<file path="src/rtl/tank_sprite_fetch.sv">
// Tank sprite fetch stage: per-frame latch of tank state, rotated 32x32 ROM addressing,
// transparent-key masking with 3-cycle aligned output. Optional hit blink via TANK_BLINK_EN.
module tank_sprite_fetch #(
  parameter int          SPR_DIM      = 32,
  parameter logic [23:0] KEY_RGB      = 24'hFF0000,
  parameter int          BLINK_FRAMES = 60
) (
  input  logic        Clk,
  input  logic        Reset,
  input  logic        frame_start,
  input  logic        pix_valid_in,
  input  logic [9:0]  DrawX,
  input  logic [9:0]  DrawY,
  input  logic [9:0]  tank_x,
  input  logic [9:0]  tank_y,
  input  logic [1:0]  tank_dir,
  input  logic        tank_alive,
  input  logic        hit_pulse,
  output logic [18:0] rom_addr,
  input  logic [23:0] rom_data,
  output logic        pixel_on,
  output logic [23:0] pixel_rgb,
  output logic        pix_valid_out
);

  localparam int SB = $clog2(SPR_DIM);

  typedef enum logic {IDLE, ARMED} state_t;

  state_t      state, state_nxt;
  logic        latch_en;
  logic [9:0]  act_x, act_y;
  logic [1:0]  act_dir;
  logic        act_alive;
  logic        draw_alive;

  always_ff @(posedge Clk or negedge Reset) begin
    if (!Reset) state <= IDLE;
    // NOTE: registers always use non-blocking assignment so every flop samples pre-edge values.
    else        state <= state_nxt;
  end

  // NOTE: every always_comb output gets a default first, otherwise an unassigned path infers a latch.
  always_comb begin
    state_nxt = state;
    latch_en  = 1'b0;
    case (state)
      IDLE:    if (frame_start) begin
                 state_nxt = ARMED;
                 latch_en  = 1'b1;
               end
      ARMED:   latch_en = frame_start;
      default: state_nxt = IDLE;
    endcase
  end

  // Tank state only moves at frame boundaries so a frame never shows two positions.
  always_ff @(posedge Clk or negedge Reset) begin
    if (!Reset) begin
      act_x     <= '0;
      act_y     <= '0;
      act_dir   <= '0;
      act_alive <= 1'b0;
    end else if (latch_en) begin
      act_x     <= tank_x;
      act_y     <= tank_y;
      act_dir   <= tank_dir;
      act_alive <= tank_alive;
    end
  end

`ifdef TANK_BLINK_EN
  localparam int BW = ($clog2(BLINK_FRAMES + 1) < 3) ? 3 : $clog2(BLINK_FRAMES + 1);
  logic [BW-1:0] blink_cnt;

  always_ff @(posedge Clk or negedge Reset) begin
    if (!Reset)                              blink_cnt <= '0;
    else if (state == ARMED && hit_pulse)    blink_cnt <= BW'(BLINK_FRAMES);
    else if (frame_start && blink_cnt != '0) blink_cnt <= blink_cnt - 1'b1;
  end

  assign draw_alive = act_alive & ~((blink_cnt != '0) & blink_cnt[2]);
`else
  localparam int unused_blink_frames = BLINK_FRAMES;
  logic unused_hit;
  assign unused_hit = hit_pulse;
  assign draw_alive = act_alive;
`endif

  // Stage 1: sprite-local coordinates; the high bits being zero covers both dx<0 and dx>=SPR_DIM.
  logic signed [10:0] dx, dy;
  logic [SB-1:0]      col, row;
  logic               hit_s;
  logic [18:0]        addr_s;

  assign dx    = $signed({1'b0, DrawX}) - $signed({1'b0, act_x});
  assign dy    = $signed({1'b0, DrawY}) - $signed({1'b0, act_y});
  assign col   = dx[SB-1:0];
  assign row   = dy[SB-1:0];
  assign hit_s = (state == ARMED) & draw_alive & pix_valid_in
               & (dx[10:SB] == '0) & (dy[10:SB] == '0);

  // Inverting an SB-bit coordinate gives SPR_DIM-1 minus that coordinate.
  always_comb begin
    addr_s = '0;
    case (act_dir)
      2'd0: addr_s = 19'({row, col});
      2'd1: addr_s = 19'({~col, row});
      2'd2: addr_s = 19'({~row, ~col});
      2'd3: addr_s = 19'({col, ~row});
      default: addr_s = '0;
    endcase
  end

  logic hit1, valid1, hit2, valid2, opaque;

  assign opaque = hit2 & (rom_data != KEY_RGB);

  always_ff @(posedge Clk or negedge Reset) begin
    if (!Reset) begin
      rom_addr      <= '0;
      hit1          <= 1'b0;
      valid1        <= 1'b0;
      hit2          <= 1'b0;
      valid2        <= 1'b0;
      pixel_on      <= 1'b0;
      pixel_rgb     <= '0;
      pix_valid_out <= 1'b0;
    end else begin
      rom_addr      <= hit_s ? addr_s : '0;
      hit1          <= hit_s;
      valid1        <= pix_valid_in;
      hit2          <= hit1;
      valid2        <= valid1;
      pixel_on      <= opaque;
      pixel_rgb     <= opaque ? rom_data : '0;
      pix_valid_out <= valid2;
    end
  end

endmodule

</file>
<file path="config.mk">
export PLATFORM = sky130hd
export DESIGN_NAME = tank_sprite_fetch
export DESIGN_NICKNAME = d
export VERILOG_FILES = /design/src/rtl/tank_sprite_fetch.sv
export SDC_FILE = /design/constraint.sdc
export NUM_CORES = 1
export LEC_CHECK = 0
export BUFFER_PORTS_ARGS = -buffer_cell sky130_fd_sc_hd__buf_2
export CORE_MARGIN = 2
export CORE_UTILIZATION = 46
export DETAILED_ROUTE_END_ITERATION = 10
export PLACE_DENSITY = 0.81
export RECOVER_POWER = 25
export SLEW_MARGIN = 30
export SYNTH_ARGS = -nofsm -noshare
export SYNTH_HDL_FRONTEND = slang
export SYNTH_SLANG_ARGS = --single-unit
</file>
<file path="constraint.sdc">
create_clock -name Clk -period 2.6 [get_ports Clk]
set_clock_uncertainty 0.05 [all_clocks]
set_input_delay 0.26 -clock Clk [delete_from_list [all_inputs] [get_ports Clk]]
set_output_delay 0.26 -clock Clk [all_outputs]
set_load 0.005 [all_outputs]
</file>
# Yosys cells after proc, flatten, opt, wreduce, memory -nomap -nowiden
# Cells that the tools add are included.
# totals
ff_bits	73
output_inout_bits	45
wordCells	36
# classes
n_addsub	2
n_eq_ne	4
n_mux	6
bitwise	8
n_reduce_logical	3
# op_table
op	count
case mux 19 bit (4 select lines)	1
2-to-1 mux 24 bit	1
!= test 24 bit, second input constant	1
subtractor 10 x 10 -> 11 bit	2
2-to-1 mux 19 bit	1
logical NOT 6 bit	2
inverter 5 bit	2
AND 1 bit	5
equality test 2 bit, second input constant	2
equality test 2 x 1 -> 1 bit, second input constant	1
logical NOT 2 bit	1
2-to-1 mux 1 bit	2
case mux 1 bit (2 select lines)	1
inverter 1 bit	1

# Depth between registers and ports, before layout
# Gate-level depths: netlist of the first run.
# logic_depth
ltp_word	5
mapped_depth	11

# Worst setup path after synthesis of the first run
# No wires, ideal clock.
# synth_path
kind	reg2reg
startpoint	register act_y[0]
endpoint	register rom_addr[0]
arrival_ps	2335
required_time_ps	2439
setup_slack_ps	103
path_stages_with_launch	11
n_path_buf	1
synth_period_minus_slack_ps	2497
cell_sequence	dfrtp_1 > ha_1 > inv_1 > fa_1 > a21o_1 > a221o_2 > a31oi_1 > xor2_1 > nand3_1 > buf_6 > a2111oi_2
# synth_via
elab_chain_len	4
word_cells_on_any_way	6
cone_classes	add/sub (1); mux (2); bitwise (2); reduce/logical (1)
# synth_lines
item	line_no	source
start, declared	32	logic [9:0] act_x, act_y;
start signal, assigned	66	act_y <= tank_y;
subtractor 10 x 10 -> 11 bit (*)	97	assign dy = $signed({1'b0, DrawY}) - $signed({1'b0, act_y});
logical NOT 6 bit / inverter 5 bit (equally long branches)	101, 110	
AND 1 bit / case mux 19 bit (4 select lines) (equally long branches)	101, 106	
2-to-1 mux 19 bit (*)	130	rom_addr <= hit_s ? addr_s : '0;
end signal, assigned	130	
end, declared	19	output logic [18:0] rom_addr,
# Mark *: on every way between the ends. The rest lies on a longest branch, timed or not. The select of a mux whose other input is x is not followed.
# A chain may end at the register's enable or synchronous reset.

# Worst setup path after layout of the first run
# layout_path
startpoint	register act_y[0]
endpoint	register rom_addr[8]
# layout_via
elab_chain_len	4
word_cells_on_any_way	6
cone_classes	add/sub (1); mux (2); bitwise (2); reduce/logical (1)
# layout_lines
item	line_no
subtractor 10 x 10 -> 11 bit (*)	97
logical NOT 6 bit / inverter 5 bit (equally long branches)	101, 109
AND 1 bit / case mux 19 bit (4 select lines) (equally long branches)	101, 106
2-to-1 mux 19 bit (*)	130
# Marked as above.

==> metrics.yaml, run 1 <==
cts:
  cts.sinks: 64
  clk_pin_slew_ps: 70
  cts-buffers-inserted: 9
  ctsHtreeMaxLevel: 3
  clock-root-buffer: "clkbuf_8"
  cts_tree: "yes"
  insertion_delay_ps: 340
  cts.path.max_buffers: 2
sta:
  clock.fmax_mhz: 379.7
  final.min_clock_period_ps: 2633
  rsz0062_at_grt: "yes"
  final.period_utilization_pct: 101.3
  tightest_slew_ps: 1538
  setup_viol: 9
  final_hold_viol_count: 0
  fin_ws_ps: -33.40
  slew_headroom_pct: -2.565
  drv_slew: 65
finish:
  antenna_cells: 0
  syn2layout_area_growth_pct: 29.58
  seqCellArea_um2: 1602
  utilization_pct: 62.26
  nFillCells: 625
  finalNetCount: 549
  drive_above_1_share_pct: 35.95
  multi_input_area_um2: 1861
  layout_commonest_cell: "buf_2"
  final_cell_mix: "buf_2, dfrtp_1, nand2_1, and2_1, o21ai_0"
  fin_cells: 558
placed_design:
  pre_cts_slack_ps: -124.0
  dp_hpwl_um: 5649
  place.gp.congestion: 0.8288
  io_buffers: 106
  place_inst: 538
yosys:
  ys_types: 60
  ys_warn_count: 0
  async_flop_share_pct: 100.0
  synth_area_um2: 3541
  netlist_instances: 337
  seq_area_frac_synth_pct: 45.23
  synth_edf_count: 0
  syn-mean-instance-area_um2: 10.51
  ys_ff_latch: 64
  ys.flop_type: "dfrtp_1"
worst_setup_path:
  slowest_stage: "a221o_2"
  critical_path_required_ps: 2780
  critical_path.top_delay_family: "compound AO/OA/AOI/OAI gates"
  cp-end-kind: "flip-flop"
  path_max_fanout: 5
  path_buf_inv: 2
  critPathArrivalTime_ps: 2810
  cpPeakStageDelay_ps: 400
  crit_type: "reg -> reg"
  cp-start-kind: "flip-flop"
  crit_chain: "ha_2 -> inv_2 -> fa_2 -> a21o_1 -> a221o_2 -> a31oi_4 -> xor2_1 -> nand3_2 -> buf_8 -> a2111oi_4"
floorplanning:
  fp.dieH_um: 91.74
  core_area_um2: 7370
  dieArea_um2: 8415
  io_pins: 117
  die_w_um: 91.74
  start_util_pct: 48.05
  rows: 31
power_and_ir_drop:
  p_seq_share_pct: 40.0
  swShare_pct: 29.84
  p_per_area_nw_per_um2: 574.3
  p_switching_mw: 0.7862
  intPower_mw: 1.849
  vdd_drop_max_v: 0.0003256
  p_comb_share_pct: 26.5
  p_leak_nw: 2.272
  p_clk_share_pct: 33.5
grt:
  grt-ovfl-total: 0
  grt.total_usage_pct: 18.24
  grt_max_degree: 65
  grt_pass1_wl_um: 12380
  grt_pass1_vias: 2735
  antenna_found_initial: 0
status:
  outcome: "finished, violations left"
  violations: "max-capacitance violations, max-slew violations, negative setup slack"
routing:
  wl_per_cell_um: 14.01
  detail-route-antenna-nets: 0
  remaining_drc_errors: 0
  via_count: 2858
  vias_per_cell: 5.122
  drt_wl_total_um: 7818
  drt_iter0_markers: 132
  dr.pass1.iters: 4
flow_run:
  max-cap-violations: 1
min_path:
  hold_class: "in -> reg"
[cell usage after synthesis (3+ instances only)]
master     count  area, um2
nor2_1        11      41.29
buf_6          4      45.04
or3_1          3      18.77
nor4_1         3      18.77
dfrtp_1       64       1602
nand2b_1       3      18.77
a21oi_1       10      50.05
ha_1          20      250.2
mux2_2         4      45.04
xnor2_1       10      87.58
o21ai_0       24      120.1
a211oi_1       5      37.54
inv_1         23      86.33
a2111oi_0      4      35.03
clkbuf_1       7      26.28
and2_1        24      150.1
mux2i_1        6      60.06
a2111oi_2      8      120.1
nor3_1         3      15.01
xor2_1         6      52.55
nand2_1       31      116.4
o2111ai_1      3      26.28
a21o_1         5      37.54
buf_4          9      67.56
[power by group through the flow]
stage               logic, mW  clock network (mW)  registers [mW]
global placement        0.595                   0            1.07
floorplan               0.448                   0            1.06
CTS                     0.626               0.901            1.05
detailed placement      0.611                   0            1.07
finish                  0.697               0.882            1.06
global route            0.772               0.957            1.06
[worst paths after layout]
check | startpoint | end | slack [ps] | depth (start not counted)
setup / recovery | act_y[0]$_DFFE_PN0P_ | rom_addr[8]$_DFF_PN0_ | -30 | 10
hold / removal | tank_x[4] | act_x[4]$_DFFE_PN0P_ | 70 | 3
setup reg to reg | act_y[0]$_DFFE_PN0P_ | rom_addr[8]$_DFF_PN0_ | -30 | 10
hold reg to reg | valid2$_DFF_PN0_ | pix_valid_out$_DFF_PN0_ | 300 | 0
max in group asynchronous | Reset | act_y[6]$_DFFE_PN0P_ | 1240 | 2
min in group asynchronous | Reset | pixel_rgb[13]$_DFF_PN0_ | 340 | 2
[worst min-delay path, cell delays in order]
cell     delay [ps]
buf_2            70
nand2_1          40
o21ai_0          50
[state kept, by name, summed over array words and instances, names as in the netlist]
signal / count
pix_valid_out: 1
act_y: 10
hit1: 1
act_dir: 2
valid1: 1
act_x: 10
pixel_on: 1
pixel_rgb: 24
act_alive: 1
hit2: 1
state: 1
valid2: 1
rom_addr: 10
[final cells by class]
class | count | share of cell area [%]
Clock inverter | 2 | 0.8181
Inverter | 24 | 1.963
Timing Repair Buffer | 123 | 15.38
Multi-Input combinational cell | 233 | 40.55
Tap cell | 99 | 2.700
Clock buffer | 13 | 3.681
Sequential cell | 64 | 34.91
[cell families after synthesis]
kind of cell    Yosys count  synth area share (%)
xor+xnor                 16                 3.957
buf+inv                  48                 6.996
flops                    64                 45.23
fa+ha+maj                22                 8.198
compound gates           80                 18.20
simple gates             96                 14.35
other cells               1                0.1059
mux                      10                 2.968
[per-stage QoR]
stage | TNS, ps | hold WS, ps | instance area (um2) | total power, mW
CTS | -26.89 | 66.31 | 4436 | 2.581
finish | -224.9 | 70.33 | 4588 | 2.635
global placement | -575.4 | 282.5 | 4195 | 1.666
detailed placement | -1008 | 291.8 | 4195 | 1.684
floorplan | 0 | -85.59 | 3571 | 1.505
global route | -1435 | 80.93 | 4588 | 2.787
[timing repair]
item | CTS | global route
hold buffers | 1 | 0
setup buffers | 1 | 2
cloned | 0 | 1
setup endpoints to repair | 10 | 11
pin swaps | 4 | 4
endpoints found under the hold margin | 1 | 0
resized for setup | 4 | 19
[per-layer routing]
layer  vias to the layer above  track usage [%]  routed length [um]
met5                         -                0                   0
li1                       1407                -                   -
met2                       107            30.76                3907
met4                         0            6.716                  91
met1                      1331            23.06                3288
met3                        13            3.944                 529
Power figures use the tool's default switching activity.
==> run 2, diff against run 1 <==
Settings changed: BUFFER_PORTS_ARGS -buffer_cell sky130_fd_sc_hd__buf_2 to unset, CORE_UTILIZATION 46 to 68, DONT_BUFFER_PORTS set to 1, PLACE_DENSITY 0.81 to 0.88.
Clock period 2.6 ns to 3.4 ns, I/O delays scaled along.
==> metrics.yaml, run 2 (same netlist as run 1, synthesis figures left out) <==
status:
  outcome: "finished, violations left"
  violations: "max-capacitance violations, max-slew violations"
sta:
  tns_ps: 0
  setup_viol: 0
  final.period_utilization_pct: 84.78
  final_hold_viol_count: 0
  rsz0062_at_grt: "no"
  final.min_clock_period_ps: 2883
  clock.fmax_mhz: 346.9
  drv_slew: 65
  slew_headroom_pct: -4.021
  tightest_slew_ps: 1560
finish:
  fin_cells: 413
  top_register: "pixel_rgb"
  nFillCells: 355
  finalNetCount: 432
  syn2layout_area_growth_pct: 7.103
  antenna_cells: 0
  drive_above_1_share_pct: 12.24
  final_cell_mix: "dfrtp_1, nand2_1, o21ai_0, inv_1, ha_1"
  largest_register_ffs: 24
  layout_commonest_cell: "dfrtp_1"
min_path:
  min_to: "act_y[7]$_DFFE_PN0P_"
  hold_depth: 1
  hold_class: "in -> reg"
  min_from: "frame_start"
cts:
  insertion_delay_ps: 340
  ctsHtreeMaxLevel: 3
  cts.sinks: 64
  post-cts-setup-buffers: 0
  ctsHoldBuffers: 3
  clock-root-buffer: "clkbuf_8"
  cts.path.max_buffers: 2
  clk_pin_slew_ps: 70
  post_cts_resized: 0
  cts-buffers-inserted: 9
  cts_tree: "yes"
floorplanning:
  rows: 26
  io_pins: 117
  dieArea_um2: 5800
  core_area_um2: 5075
  die_w_um: 76.16
  start_util_pct: 69.77
  fp.dieH_um: 76.16
worst_setup_path:
  r2r_end: "rom_addr[9]$_DFF_PN0_"
  critical_path_required_ps: 3570
  crit_type: "reg -> reg"
  cp-start-kind: "flip-flop"
  critPathArrivalTime_ps: 3050
  r2r_slack_ps: 520
  path_max_fanout: 11
  cp-end-kind: "flip-flop"
  ff2ff_path_depth: 8
  r2r_start: "act_x[0]$_DFFE_PN0P_"
placed_design:
  place.gp.congestion: 0.8493
  dp_hpwl_um: 4953
  io_buffers: 0
  place_inst: 394
routing:
  vias_per_cell: 6.077
  remaining_drc_errors: 0
  drt_wl_total_um: 7239
  wl_per_cell_um: 17.53
  via_count: 2510
  dr.pass1.iters: 4
  drt_iter0_markers: 130
  detail-route-antenna-nets: 0
grt:
  grt-ovfl-total: 0
  grt_pass1_wl_um: 11780
  antenna_found_initial: 0
  grt_pass1_vias: 2412
  grt.total_usage_pct: 25.66
  grt_max_degree: 65
power_and_ir_drop:
  p_comb_share_pct: 19.8
  p_seq_share_pct: 40.2
  p_clk_share_pct: 40.0
  intPower_mw: 1.438
  p_per_area_nw_per_um2: 529.1
  vdd_drop_max_v: 0.0003003
  p_leak_nw: 1.731
  p_switching_mw: 0.5684
  swShare_pct: 28.33
flow_run:
  max-cap-violations: 1
[run 2: changes by cell type in the layout (fill, tap and decap cells not counted), sizes merged]
cell,delta
bufinv,+2
clkbuf,-5
buf,-117
clkinv,+3
dlygate4sd3,+1
[run 2: metrics by stage]
stage          util, %  hold WS [ps]  instance area (um2)  setup WS [ps]  power [mW]
2_1_floorplan        -        -5.591                 3571          847.8       1.151
3_3_place_gp     69.43        -4.114                 3523          603.0       1.180
3_5_place_dp     69.43        -4.026                 3523          505.9       1.197
4_1_cts          75.17         28.98                 3815          524.1       2.010
5_1_grt          74.73         37.29                 3792          274.7       2.091
6_report         74.73         38.27                 3792          517.4       2.007
[run 2: cell type report]
class	count	area, um2	area share (%)
clock buffer	9	123.9	3.266
clock inverter	7	120.1	3.167
inverter	24	90.09	2.375
multi-input combinational	233	1722	45.40
sequential	64	1602	42.23
tap	70	87.58	2.309
timing repair buffer	6	47.55	1.254
[run 2: per-layer routing]
| layer | vias to the layer above | wire, um | GRT usage, % |
|---|---|---|---|
| li1 | 1178 | - | - |
| met1 | 1214 | 2777 | 31.84 |
| met2 | 108 | 3722 | 43.66 |
| met3 | 10 | 653 | 6.991 |
| met4 | 0 | 85 | 8.727 |
| met5 | - | 0 | 0 |
[run 2: power groups by stage]
stage,sequential [mW],combinational [mW],clock (mW)
2_1_floorplan,0.809,0.342,0
3_3_place_gp,0.820,0.360,0
3_5_place_dp,0.822,0.375,0
4_1_cts,0.806,0.398,0.805
5_1_grt,0.810,0.440,0.841
6_report,0.806,0.398,0.802
[run 2: worst max-delay path by stage]
stage | startpoint | to | depth (start not counted)
CTS | act_x[0]$_DFFE_PN0P_ | rom_addr[9]$_DFF_PN0_ | 8
global placement | DrawX[0] | rom_addr[9]$_DFF_PN0_ | 9
global route | act_x[0]$_DFFE_PN0P_ | rom_addr[9]$_DFF_PN0_ | 8
finish | act_x[0]$_DFFE_PN0P_ | rom_addr[9]$_DFF_PN0_ | 8
detailed placement | DrawX[0] | rom_addr[9]$_DFF_PN0_ | 9
floorplan | DrawY[0] | rom_addr[0]$_DFF_PN0_ | 11
[run 2: critical path: stages (launching register included)]
cell,delay [ps]
dfrtp_1,360
ha_1,160
inv_1,50
fa_1,390
a21o_1,220
a221oi_2,300
o21ai_1,140
or3_1,650
a2111oi_0,440
